<file path="src/rtl/key_entry.sv">
// Keyboard key-entry stage: pops keys from the upstream buffer and edits a BCD entry register.
// Optional KEY_ENTRY_HEX_EN: accept 'A'-'F' / 'a'-'f' as hex digits 0xA..0xF.
module key_entry #(
    parameter int unsigned DIGITS = 4
) (
    input  logic                  clk,
    input  logic                  Reset,
    input  logic                  interrupt,
    input  logic [7:0]            ascii_code,
    output logic                  DoRead,
    output logic [4*DIGITS-1:0]   edit_bcd,
    output logic [2:0]            digit_count,
    output logic [4*DIGITS-1:0]   entry_bcd,
    output logic                  entry_valid,
    output logic                  overflow
);

    localparam int unsigned W         = 4 * DIGITS;
    localparam logic [2:0]  MAX_COUNT = 3'(DIGITS);

    localparam logic [7:0] KEY_BS    = 8'h08;
    localparam logic [7:0] KEY_ESC   = 8'h1B;
    localparam logic [7:0] KEY_ENTER = 8'h0D;

    typedef enum logic [1:0] {
        IDLE,
        READ,
        SETTLE,
        EXEC
    } state_t;

    state_t         state;
    state_t         state_nxt;
    logic [7:0]     key_reg;
    logic [7:0]     key_nxt;
    logic           do_read_nxt;
    logic [W-1:0]   edit_nxt;
    logic [2:0]     count_nxt;
    logic [W-1:0]   entry_nxt;
    logic           valid_nxt;
    logic           ovf_nxt;

    logic           is_digit_c;
    logic [3:0]     nibble_c;

    // Classify the latched key as a digit and produce its nibble value
    always_comb begin
        is_digit_c = 1'b0;
        nibble_c   = key_reg[3:0];
        if (key_reg >= 8'h30 && key_reg <= 8'h39) begin
            is_digit_c = 1'b1;
        end
`ifdef KEY_ENTRY_HEX_EN
        else if ((key_reg >= 8'h41 && key_reg <= 8'h46) ||
                 (key_reg >= 8'h61 && key_reg <= 8'h66)) begin
            is_digit_c = 1'b1;
            nibble_c   = key_reg[3:0] + 4'd9;
        end
`endif
    end

    // Next-state and next-output logic
    always_comb begin
        state_nxt   = state;
        key_nxt     = key_reg;
        do_read_nxt = 1'b0;
        edit_nxt    = edit_bcd;
        count_nxt   = digit_count;
        entry_nxt   = entry_bcd;
        valid_nxt   = 1'b0;
        ovf_nxt     = 1'b0;

        case (state)
            IDLE: begin
                if (interrupt) begin
                    key_nxt     = ascii_code;
                    do_read_nxt = 1'b1;
                    state_nxt   = READ;
                end
            end
            READ: begin
                state_nxt = SETTLE;
            end
            SETTLE: begin
                state_nxt = EXEC;
            end
            EXEC: begin
                state_nxt = IDLE;
                if (is_digit_c) begin
                    if (digit_count < MAX_COUNT) begin
                        edit_nxt  = (edit_bcd << 4) | W'(nibble_c);
                        count_nxt = digit_count + 3'd1;
                    end else begin
                        ovf_nxt = 1'b1;
                    end
                end else begin
                    case (key_reg)
                        KEY_BS: begin
                            if (digit_count != 3'd0) begin
                                edit_nxt  = edit_bcd >> 4;
                                count_nxt = digit_count - 3'd1;
                            end
                        end
                        KEY_ESC: begin
                            edit_nxt  = '0;
                            count_nxt = 3'd0;
                        end
                        KEY_ENTER: begin
                            if (digit_count != 3'd0) begin
                                entry_nxt = edit_bcd;
                                valid_nxt = 1'b1;
                                edit_nxt  = '0;
                                count_nxt = 3'd0;
                            end
                        end
                        default: begin
                        end
                    endcase
                end
            end
            default: begin
                state_nxt = IDLE;
            end
        endcase
    end

    // State and output registers; synchronous reset discards any latched key
    always_ff @(posedge clk) begin
        if (Reset) begin
            state       <= IDLE;
            key_reg     <= 8'h00;
            DoRead      <= 1'b0;
            edit_bcd    <= '0;
            digit_count <= 3'd0;
            entry_bcd   <= '0;
            entry_valid <= 1'b0;
            overflow    <= 1'b0;
        end else begin
            state       <= state_nxt;
            key_reg     <= key_nxt;
            DoRead      <= do_read_nxt;
            edit_bcd    <= edit_nxt;
            digit_count <= count_nxt;
            entry_bcd   <= entry_nxt;
            entry_valid <= valid_nxt;
            overflow    <= ovf_nxt;
        end
    end

endmodule

</file>
<file path="config.mk">
export PLATFORM = sky130hd
export DESIGN_NAME = key_entry
export DESIGN_NICKNAME = d
export VERILOG_FILES = /design/src/rtl/key_entry.sv
export SDC_FILE = /design/constraint.sdc
export NUM_CORES = 1
export LEC_CHECK = 0
export CAP_MARGIN = 20
export CORE_MARGIN = 2
export CORE_UTILIZATION = 50
export CTS_CLUSTER_DIAMETER = 50
export CTS_CLUSTER_SIZE = 30
export DETAILED_ROUTE_END_ITERATION = 8
export GPL_ROUTABILITY_DRIVEN = 0
export GPL_TIMING_DRIVEN = 1
export PLACE_DENSITY = 0.79
export SLEW_MARGIN = 20
export SYNTH_ARGS = -nofsm -noshare
export SYNTH_HDL_FRONTEND = slang
export SYNTH_SLANG_ARGS = --single-unit
</file>
<file path="constraint.sdc">
create_clock -name clk -period 4.4 [get_ports clk]
set_clock_uncertainty 0.05 [all_clocks]
set_input_delay 0.44 -clock clk [delete_from_list [all_inputs] [get_ports clk]]
set_output_delay 0.44 -clock clk [all_outputs]
set_load 0.01 [all_outputs]
</file>
==> flow_summary.toml <==
[outcome]
status = "complete, no violations"

[job]
max_cap_violations = 0

[setup_path]
slowest_delay_ps = 1000
r2r-start = "key_reg[4]"
crit_fanout = 22
arrival_ps = 2540
start_kind = "input port"
reg2reg_depth = 5
worstSetupPathType = "input port to flip-flop"
path_cells = "clkdlybuf4s50_1 > clkinv_1 > a32o_1"
slowest_stage = "clkdlybuf4s50_1"
worst_ep_required_time_ps = 4550
reg2reg_to = "edit_bcd[10]"
r2r_slack_ps = 2060
end_kind = "flip-flop"

[sta]
fin_ws_ps = 2010
fin_crit_sh = 0.544
drv_slew = 0
min_period_ps = 2390
tightestPinTransition_ps = 811
timing.fmax_ghz = 0.418
final-hold-violation-count = 0
setup_viol = 0
holdWs_ps = 402
maxSlewHeadroom = 0.458
timing.setup.tns_ps = 0
rsz0062_at_grt = "false"

[finish]
regArea_um2 = 961
area_growth_syn_to_layout_pct = 25.5
antenna_cells = 0
final_cell_mix = "nand2_1, dfxtp_1, clkdlybuf4s50_1"
finalNetCount = 310
layout_commonest_cell = "nand2_1"
nFillCells = 379
multi_input_area_mm2 = 0.00114
drive_gt1_frac = 0.0956

[clock_tree]
worstSkewPairLatency_ps = 300
htree_levels = 2
postCtsResizedCells = 0
cts_tree = "yes"
clk_path_buf_depth = 2
cts_buffers = 5
postCtsSetupBuffers = 0
numClockSinks = 48
clock-root-buffer = "clkbuf_8"
hold_buffers = 0
cts.clk_slew.worst_paths_ps = 90

[floorplanning]
row_count = 24
core_area_mm2 = 0.00429
start_util = 0.515
fp.dieW_um = 70.5
dieHeight_um = 70.5
io-pin-count = 49
die_area_mm2 = 0.00497

[place]
numPortBuffers = 48
dp_slack_ps = 1710
hpwl_mm = 3.61

[global_route]
grt_max_degree = 23
grt_pass1_vias = 1801
grt_pass1_wl_mm = 8.76
track_usage = 0.218
grt_overflow = 0
antenna_found_initial = 0

[power]
p_leak_uw = 0.000922
pwr_density_cell_mw_per_mm2 = 323
power_uw = 895
vdd_ir_drop_max_mv = 0.220

[hold_path]
min_to = "entry_bcd[4]"
holdCritStartpoint = "entry_bcd[4]"
hold_class = "flip-flop to flip-flop"
hold_depth = 2

[yosys]
synth.distinct_cells = 50
synthCells = 252
syn_nets = 270
synth.area.top_cells = "dfxtp_1, nand2_1, a21oi_1, ha_1, a221oi_1"
synth-seq-cells = 48
synth_area_mm2 = 0.00221
yosysTopAreaCell = "dfxtp_1"
synth_area_per_cell_um2 = 8.77
ys_seq_area_frac = 0.435
synth-warning-count = 0
synth_top_cell_area_share = 0.435

[routing]
viasPerCell = 5.74
drt-total-wl_mm = 5.10
initialDrtViolationCount = 206
drc = 0
postRouteAntennaNets = 0
vias = 1979
avgRoutedWirePerCell_um = 14.8
firstDrtPassIters = 5
-- kinds of logic after synthesis --
logic type,count (synthesis),synth area share
muxes,1,0.00453
and+or+nand+nor,105,0.241
adders and majority gates,7,0.0396
buffers and inverters,22,0.0493
AOI/OAI and AO/OA,69,0.231
DFF,48,0.435
-- Yosys cell counts, drive strengths merged --
master and instances:
o21ai 5, a32o 4, clkbuf 10, nor3b 3, a22oi 3, or2 2
clkinv 1, o21a 2, a211oi 2, o211a 1, and2 2, o31ai 5
nor3 8, ha 7, and4 1, nor4bb 1, a221oi 7, a31o 7
inv 5, dfxtp 48, and3 1, nor2b 3, and3b 1, nor2 7
a2111oi 1, o41ai 1, a311oi 2, nand4 3, buf 6, a21oi 29
nand3b 3, nand2b 1, nand3 9, mux2i 1, nand2 59, and4bb 1
-- per-layer routing --
metal / vias to the layer above / track usage / wire [µm]
met5: - / 0 / 0
met4: 0 / 0.0705 / 43
met3: 5 / 0.0534 / 320
met2: 68 / 0.324 / 2370
met1: 926 / 0.308 / 2370
li1: 980 / - / -
-- per-stage QoR --
stage               utilization  area [µm²]  cells
finish                    0.646        2770    345
global route              0.646        2770    345
floorplan                     -        2210    252
global placement          0.623        2680    337
detailed placement        0.623        2680    337
CTS                       0.646        2770    345
-- worst max-delay path by stage --
| stage | start | endpoint | slack [ps] | cells after the start |
|---|---|---|---|---|
| 2_1_floorplan | digit_count[0] | edit_bcd[14] | 2480 | 8 |
| 3_3_place_gp | Reset | edit_bcd[12] | 1730 | 3 |
| 3_5_place_dp | Reset | edit_bcd[13] | 1710 | 3 |
| 4_1_cts | Reset | edit_bcd[13] | 2040 | 3 |
| 5_1_grt | Reset | edit_bcd[15] | 1870 | 3 |
| 6_report | Reset | edit_bcd[13] | 2010 | 3 |
-- where the power goes --
part | internal (µW) | leakage, µW | switching [µW] | total (µW)
registers | 456 | 0.000388 | 28.4 | 484
clock network | 127 | 0.0000434 | 148 | 275
logic | 58.5 | 0.000490 | 77.7 | 136
total | 642 | 0.000922 | 254 | 895
-- worst max-delay path, delay by kind of cell --
family,cells,cell delay (ps)
compound gates,1,430
buf+inv,2,1670
-- layout make-up --
type / instances / share of cell area
clock buffer: 6 / 0.0298
clock inverter: 2 / 0.00541
inverter: 6 / 0.00812
multi-input combinational: 182 / 0.411
sequential: 48 / 0.346
tap: 52 / 0.0235
timing repair buffer: 49 / 0.176
No activity file was read; power rests on OpenSTA's default activity.
